File: src/rtl/seg_scan_ctrl_pkg.sv
// seg_pkg: font table, scan FSM states and segment-off constant for seg_scan_ctrl
package seg_pkg;
  typedef enum logic {GUARD, DWELL} state_t;
  localparam logic [7:0] SEG_OFF = 8'hff;
  localparam logic [15:0][7:0] FONT = {
    8'hbf, 8'h86, 8'ha1, 8'hc6, 8'h83, 8'h88, 8'h90, 8'h80,
    8'hf8, 8'h82, 8'h92, 8'h99, 8'hb0, 8'ha4, 8'hf9, 8'hc0
  };
endpackage

File: src/rtl/seg_scan_ctrl_if.sv
// seg_scan_ctrl_if: display data/load bus and scan outputs; blink_mask exists only with SEG_BLINK_EN
interface seg_scan_ctrl_if #(parameter int NUM_DIGITS = 8);
  logic [4*NUM_DIGITS-1:0] data;
  logic [NUM_DIGITS-1:0] dp;
  logic [NUM_DIGITS-1:0] blank_mask;
  logic load;
`ifdef SEG_BLINK_EN
  logic [NUM_DIGITS-1:0] blink_mask;
`endif
  logic [NUM_DIGITS-1:0] sel;
  logic [7:0] seg;
  logic frame_done;
  modport master(
`ifdef SEG_BLINK_EN
    output blink_mask,
`endif
    output data, dp, blank_mask, load,
    input sel, seg, frame_done
  );
  modport slave(
`ifdef SEG_BLINK_EN
    input blink_mask,
`endif
    input data, dp, blank_mask, load,
    output sel, seg, frame_done
  );
endinterface

File: src/rtl/seg_font_dec.sv
// seg_font_dec: hex nibble + dp to 8-bit segment pattern in the requested polarity
module seg_font_dec
  import seg_pkg::*;
(
  input  logic [3:0] nibble,
  input  logic       dp,
  input  logic       active_low,
  output logic [7:0] seg
);
  logic [7:0] raw;
  assign raw = {~dp, FONT[nibble][6:0]};
  assign seg = active_low ? raw : ~raw;
endmodule

File: src/rtl/seg_scan_ctrl.sv
// seg_scan_ctrl: multiplexed 7-segment scanner with guard blanking and tear-free shadow frames.
// Optional digit blinking is built when SEG_BLINK_EN is defined.
module seg_scan_ctrl
  import seg_pkg::*;
#(
  parameter int NUM_DIGITS     = 8,
  parameter int SCAN_DIV       = 50000,
  parameter int BLANK_CYCLES   = 4,
  parameter bit SEG_ACTIVE_LOW = 1,
  parameter bit SEL_ACTIVE_LOW = 0
`ifdef SEG_BLINK_EN
  , parameter int BLINK_FRAMES = 64
`endif
)(
  input logic clk,
  input logic rst,
  seg_scan_ctrl_if.slave bus
);
  localparam int CW = $clog2(SCAN_DIV);
  localparam int IW = $clog2(NUM_DIGITS);
  localparam logic [7:0] OFF = SEG_ACTIVE_LOW ? SEG_OFF : ~SEG_OFF;
  logic [CW-1:0] cnt;
  logic [IW-1:0] idx, ridx;
  state_t state, state_n;
  logic [4*NUM_DIGITS-1:0] pend_data, shad_data;
  logic [NUM_DIGITS-1:0] pend_dp, shad_dp, pend_blank, shad_blank, one, sel_n;
  logic [3:0] nib;
  logic [7:0] font_seg, seg_n;
  logic slot_end, frame_end, dark, show;
  assign slot_end  = cnt == CW'(SCAN_DIV - 1);
  assign frame_end = slot_end && idx == IW'(NUM_DIGITS - 1);
  assign ridx = IW'(NUM_DIGITS - 1) - idx;
  assign nib  = shad_data[{ridx, 2'b00} +: 4];
  assign one  = NUM_DIGITS'(1) << idx;
  seg_font_dec u_font (.nibble(nib), .dp(shad_dp[idx]), .active_low(SEG_ACTIVE_LOW), .seg(font_seg));
`ifdef SEG_BLINK_EN
  localparam int FW = $clog2(BLINK_FRAMES + 1);
  logic [FW-1:0] fcnt;
  logic blink_off;
  always_ff @(posedge clk) begin
    if (rst) begin
      fcnt      <= '0;
      blink_off <= 1'b0;
    end else if (frame_end) begin
      fcnt      <= (fcnt == FW'(BLINK_FRAMES - 1)) ? '0 : fcnt + 1'b1;
      blink_off <= (fcnt == FW'(BLINK_FRAMES - 1)) ? ~blink_off : blink_off;
    end
  end
  assign dark = blink_off & bus.blink_mask[idx];
`else
  assign dark = 1'b0;
`endif
  always_comb begin
    state_n = slot_end ? GUARD : (cnt == CW'(BLANK_CYCLES - 1)) ? DWELL : state;
    show    = state == DWELL && !shad_blank[idx] && !dark;
    sel_n   = show ? one : '0;
    seg_n   = show ? font_seg : OFF;
  end
  always_ff @(posedge clk) begin
    if (rst) state <= GUARD;
    else     state <= state_n;
  end
  always_ff @(posedge clk) begin
    if (rst) begin
      cnt            <= '0;
      idx            <= '0;
      pend_data      <= '0;
      pend_dp        <= '0;
      pend_blank     <= '0;
      shad_data      <= '0;
      shad_dp        <= '0;
      shad_blank     <= '0;
      bus.sel        <= SEL_ACTIVE_LOW ? '1 : '0;
      bus.seg        <= OFF;
      bus.frame_done <= 1'b0;
    end else begin
      cnt <= slot_end ? '0 : cnt + 1'b1;
      idx <= frame_end ? '0 : slot_end ? idx + 1'b1 : idx;
      if (bus.load) begin
        pend_data  <= bus.data;
        pend_dp    <= bus.dp;
        pend_blank <= bus.blank_mask;
      end
      // a load coinciding with the frame boundary bypasses pending
      if (frame_end) begin
        shad_data  <= bus.load ? bus.data : pend_data;
        shad_dp    <= bus.load ? bus.dp : pend_dp;
        shad_blank <= bus.load ? bus.blank_mask : pend_blank;
      end
      bus.sel        <= SEL_ACTIVE_LOW ? ~sel_n : sel_n;
      bus.seg        <= seg_n;
      bus.frame_done <= frame_end;
    end
  end
endmodule

File: src/flat_wrapper.sv
// flat-port wrapper written by rule: the top's interface ports become plain ports
module seg_scan_ctrl_flat import seg_pkg::*;
#(
  parameter int NUM_DIGITS     = 8,
  parameter int SCAN_DIV       = 50000,
  parameter int BLANK_CYCLES   = 4,
  parameter bit SEG_ACTIVE_LOW = 1,
  parameter bit SEL_ACTIVE_LOW = 0

)
  (clk, rst, bus_data, bus_dp, bus_blank_mask, bus_load, bus_sel, bus_seg, bus_frame_done);
  seg_scan_ctrl_if #(.NUM_DIGITS(NUM_DIGITS)) bus_i ();
  input logic clk;
  input logic rst;
  input wire logic [$bits(bus_i.data)-1:0] bus_data;
  input wire logic [$bits(bus_i.dp)-1:0] bus_dp;
  input wire logic [$bits(bus_i.blank_mask)-1:0] bus_blank_mask;
  input wire logic [$bits(bus_i.load)-1:0] bus_load;
  output wire logic [$bits(bus_i.sel)-1:0] bus_sel;
  output wire logic [$bits(bus_i.seg)-1:0] bus_seg;
  output wire logic [$bits(bus_i.frame_done)-1:0] bus_frame_done;
  assign bus_i.data = bus_data;
  assign bus_i.dp = bus_dp;
  assign bus_i.blank_mask = bus_blank_mask;
  assign bus_i.load = bus_load;
  assign bus_sel = bus_i.sel;
  assign bus_seg = bus_i.seg;
  assign bus_frame_done = bus_i.frame_done;
  seg_scan_ctrl #(.NUM_DIGITS(NUM_DIGITS), .SCAN_DIV(SCAN_DIV), .BLANK_CYCLES(BLANK_CYCLES), .SEG_ACTIVE_LOW(SEG_ACTIVE_LOW), .SEL_ACTIVE_LOW(SEL_ACTIVE_LOW)) u_core (.clk(clk), .rst(rst), .bus(bus_i));
endmodule
File: config.mk
export PLATFORM = sky130hd
export DESIGN_NAME = seg_scan_ctrl_flat
export DESIGN_NICKNAME = d
export VERILOG_FILES = /design/src/rtl/seg_scan_ctrl_pkg.sv /design/src/rtl/seg_scan_ctrl_if.sv /design/src/rtl/seg_font_dec.sv /design/src/rtl/seg_scan_ctrl.sv /design/src/flat_wrapper.sv
export SDC_FILE = /design/constraint.sdc
export NUM_CORES = 1
export LEC_CHECK = 0
export ABC_AREA = 1
export BUFFER_PORTS_ARGS = -buffer_cell sky130_fd_sc_hd__buf_4
export CAP_MARGIN = 20
export CORE_MARGIN = 4
export CORE_UTILIZATION = 45
export DETAILED_ROUTE_END_ITERATION = 8
export SLEW_MARGIN = 20
export SYNTH_ARGS = -nofsm -noshare
export SYNTH_HDL_FRONTEND = slang
export SYNTH_SLANG_ARGS = --single-unit
File: constraint.sdc
create_clock -name clk -period 2.5 [get_ports clk]
set_clock_uncertainty 0.2 [all_clocks]
set_input_delay 0.5 -clock clk [delete_from_list [all_inputs] [get_ports clk]]
set_output_delay 0.5 -clock clk [all_outputs]
set_load 0.03 [all_outputs]
# After elaboration in Yosys (flattened, before gate mapping)
# Memories as Yosys holds them, arrays and structs flattened. A register that Yosys moved wholly into a read port is not among the register bits.
# Index checks and enable logic that the tools add are counted.
# totals
reg_bits,133
mem_bits_ro,128
inputBits,51
output_inout_bits,17
elab_cells,39
mem_count,1
# classes
addsub,3
n_lt_le_gt_ge,2
n_eq_ne,3
n_shift,2
muxes,8
n_bitwise,2
n_reduce_logical,6
# mem_list
name,depth,word_bits,read_ports,rd_ports_with_merged_regs,wr,line_no,rtl
(name not given),16,8,1,1,0,seg_font_dec.sv:11,"assign raw = {~dp, FONT[nibble][6:0]};"
# ops
cell,count
two-way mux 32 bit,1
indexed part select 32 x 6 -> 4 bit,1
"adder 16 x 1 -> 16 bit, second input constant",1
"== test 16 bit, second input constant",1
"== test 16 x 2 -> 1 bit, second input constant",1
two-way mux 8 bit,2
"left shift 1 x 3 -> 8 bit, first input constant",1
two-way mux 7 bit,1
binary-select mux 1 bit (select 3 bit),2
OR reduction 2 bit,3
"< comparator 4 x 5 -> 1 bit, second input constant",1
"< comparator 3 x 4 -> 1 bit, second input constant",1
"adder 3 x 1 -> 3 bit, second input constant",1
"== test 3 bit, second input constant",1
"subtractor 3 bit, first input constant",1
logical AND 1 bit,2
two-way mux 1 bit,2
NOT 1 bit,2
zero test 1 bit,1

# Logic depth before layout (Yosys ltp)
# logic_depth
ltp_word,6
ltp_mapped,13
depth_no_buf,11

# By module
# Synthesis repeated with hierarchy kept, for this count alone.
# unflattened
hier_cells,879
hier_area_um2,6057.1
# modules_own_cells
module,n_inst,cells_each,area_per_inst_um2,seq_area_each_um2
seg_scan_ctrl,1,803,5580.4,2662.6
seg_font_dec,1,76,476.7,0.0

# Least setup slack after synthesis
# OpenSTA, ideal clock, no wires.
# synth_timing
kind,register -> register
start,reg u_core.idx[0]
end,reg u_core.bus.seg[1]
setup_time_ns,0.115
arrival_ns,1.734
required_time_ns,2.185
slack_ns,0.451
stages_incl_launch_ff,12
path_buffers,2
cell_sequence,dfxtp_1 buf_4 clkbuf_1 nand2_1 nand3_1 nand2_1 o21ai_1 ha_1 nand2_1 nor2_1 nor2_1 nand2_1
# synth_between
elab_chain_cells,6
word_cells_on_any_way,8
classes_between,1 x add/sub; 1 x shift; 2 x mux; 1 x bitwise; 3 x reduce/logical
# synth_lines
element,line_no,rtl
start: declaration,seg_scan_ctrl.sv:23,"logic [IW-1:0] idx, ridx;"
start signal: assignment,seg_scan_ctrl.sv:78,idx <= frame_end ? '0 : slot_end ? idx + 1'b1 : idx;
"parallel branches: the longest is 6 deep, another holds subtractor 3 bit",--,
end: declaration,seg_scan_ctrl_if.sv:25,"output sel, seg, frame_done"
# Several ways; the timed one is not identified. The select of a mux whose other input is x is not followed.
# A chain may end at the register's enable or synchronous reset.

# Final worst setup path
# Same ends and word-level chain as after synthesis.

==> reports/metrics.yaml <==
place_ws_ns: 0.354
cp_max_fo: 11
pwr-share-comb: 0.049
synth_cells: 643
clk_pin_slew_ns: 0.06
synth.most_common_cell: "dfxtp_1"
fin_crit_sh: 0.864
critPathCaptureType: "flop"
power.density_nw_per_um2: 734
syn_area_um2: 5440
period_needed_ns: 2.16
p_sw_mw: 1.00
antenna_found_initial: 0
synth_top_flop_cell: "dfxtp_1"
synth_edf_count: 0
yosys.area.top_type: "dfxtp_1"
hold_buffers: 0
ff2ff_setup_slack_ns: 0.34
worst-r2r-cell-count: 10
worstPathArrival_ns: 2.27
switching_share: 0.206
pwr-share-clk: 0.502
slew-limit-headroom: 0.647
dp.cells: 833
hp-class: "in2reg"
clk_path_buf_depth: 2
post_cts_resize_count: 0
cts_root_buf: "clkbuf_16"
numCtsBuffers: 17
startpoint_type: "flop"
layout.cells.non_filler: 865
die-width_um: 118
p_int_mw: 3.88
setup_viol: 0
synth_area_leaders: "dfxtp_1, mux2i_1, nand2_1"
grt_max_degree: 50
hpwl_um: 8500
drc: 0
status: "finished, final reports clean"
synth.distinct_cells: 34
synth_seq_cells: 133
synth.top_cell.area_share: 0.490
syn2layout_area_growth_pct: 22.3
layout-drive-gt1-share: 0.175
critPathKind: "reg2reg"
first_pass_iters: 4
synth-warning-count: 0
synthTopCellsByCount: "dfxtp_1, nand2_1, nor2_1, nand3_1, inv_1"
worst_pin_slew_ns: 0.530
worstHoldPathCells: 3
cts_tree: "built"
ir_drop_uv: 404
start_util: 0.468
diodes: 0
ys_seq_area_frac: 0.490
synth.avg_cell_area_um2: 8.45
drtIter0Drc: 182
syn_nets: 706
dieArea_um2: 13900
viasPerCell: 5.02
grt_pass1_wl_um: 20600
min_delay_worst_endpoint: "u_core.pend_blank[3]"
reg2reg_from: "u_core.idx[0]"
leakage_nw: 2.82
fin_nets: 772
pin_count: 68
hp-start: "bus_blank_mask[3]"
finalHoldViolations: 0
grt_setup_unrepaired: "no"
post_cts_buffers: 0
slew_violations: 0
antenna_left: 0
drt_wl_total_um: 11800
cts-htree-levels: 4
tns_ns: 0
fin_ws_ns: 0.339
max_freq_mhz: 463
grt_overflow_total: 0
wl_per_cell_um: 13.6
port-buffer-count: 67
clock_sinks: 133
rows: 39
seqPwrFrac: 0.449
die_h_um: 118
core_um2: 11600
via_count: 4339
rr_endpoint: "u_core.bus.seg[1]"
cp-startpoint: "u_core.idx[0]"
grt_use_total: 0.181
critPathRequiredTime_ns: 2.61
grt_pass1_vias: 4331
async_flop_share: 0
insertion_delay_ns: 0.41
maxCapViolations: 0
gp_congestion: 0.845
-- cells by family after synthesis --
group                      count (synthesis)  synth area share
AOI/OAI and AO/OA                         75            0.0909
xor gates and xnor gates                   6           0.00967
adders and majority gates                 12            0.0276
buffers and inverters                     88            0.0690
DFF                                      133             0.490
muxes                                     48            0.0884
and+or+nand+nor                          281             0.225
-- through the flow --
step	util	total power, mW	hold WS, ns	instance area (µm²)
2_1_floorplan	-	2.38	0.218	5440
3_3_place_gp	0.522	2.47	0.231	6060
3_5_place_dp	0.522	2.48	0.250	6060
4_1_cts	0.573	4.94	0.137	6650
5_1_grt	0.573	5.07	0.153	6650
6_report	0.573	4.88	0.152	6650
-- worst max-delay path, stage by stage (launching register included) --
cell and delay, ns:
dfxtp_1 0.50, buf_4 0.24, nand2_1 0.06, nand3_1 0.08
nand2_1 0.08, o21ai_1 0.32, ha_1 0.31, nand2_1 0.10
nor2_1 0.04, nor2_1 0.08, nand2_1 0.05
-- final cells by class --
| class | count | area (µm²) |
|---|---|---|
| timing repair buffer | 78 | 611 |
| tap | 143 | 179 |
| inverter | 57 | 214 |
| fill | 1069 | 4960 |
| clock buffer | 23 | 458 |
| multi-input combinational | 422 | 2400 |
| clock inverter | 9 | 128 |
| sequential | 133 | 2660 |
-- cells in the final DEF, fill, tap and decap left out, types with 2 or more instances in the layout --
| cell | instances |
|---|---|
| nand3b_1 | 2 |
| or2_2 | 2 |
| ha_1 | 12 |
| nor3_1 | 7 |
| nor3b_1 | 3 |
| xor2_1 | 5 |
| mux2i_1 | 48 |
| o21ai_0 | 22 |
| buf_4 | 76 |
| clkbuf_16 | 17 |
| clkbuf_1 | 5 |
| nor2_4 | 2 |
| o211ai_1 | 9 |
| dfxtp_1 | 133 |
| o22ai_1 | 23 |
| bufinv_16 | 3 |
| clkinv_2 | 3 |
| inv_1 | 55 |
| buf_12 | 2 |
| nand3_1 | 57 |
| clkinvlp_4 | 3 |
| nand4_1 | 2 |
| nor3_2 | 2 |
| o22ai_2 | 9 |
| nand2_2 | 2 |
| a21oi_1 | 11 |
| nand2_1 | 113 |
| nor2_1 | 85 |
-- metal layers --
metal | track usage | up-vias | routed length, µm
li1 | - | 2249 | -
met1 | 0.212 | 2000 | 5220
met2 | 0.307 | 68 | 5860
met3 | 0.0509 | 22 | 429
met4 | 0.0813 | 0 | 279
met5 | 0 | - | 0
-- power groups by stage --
stage | clock [mW] | sequential (mW) | combinational [mW]
after global routing | 2.60 | 2.19 | 0.269
final | 2.45 | 2.19 | 0.241
after floorplan | 0 | 2.24 | 0.139
after global placement | 0 | 2.23 | 0.240
after detailed placement | 0 | 2.24 | 0.246
after CTS | 2.50 | 2.19 | 0.246
-- registers in the layout (all words and copies together), names as in the netlist --
register               flops
u_core.bus.sel             8
u_core.idx                 3
u_core.pend_data          32
u_core.shad_blank          8
u_core.bus.seg             8
u_core.state               1
u_core.cnt                16
u_core.bus.frame_done      1
u_core.pend_blank          8
u_core.shad_data          32
u_core.pend_dp             8
u_core.shad_dp             8
-- worst max-delay path by stage --
stage / depth (start not counted) / end
after floorplan: 11 / u_core.bus.seg[1]
after global placement: 10 / u_core.bus.seg[3]
after detailed placement: 10 / u_core.bus.seg[1]
after CTS: 10 / u_core.bus.seg[1]
after global routing: 10 / u_core.bus.seg[1]
final: 10 / u_core.bus.seg[1]
No activity file was read; power rests on OpenSTA's default activity.
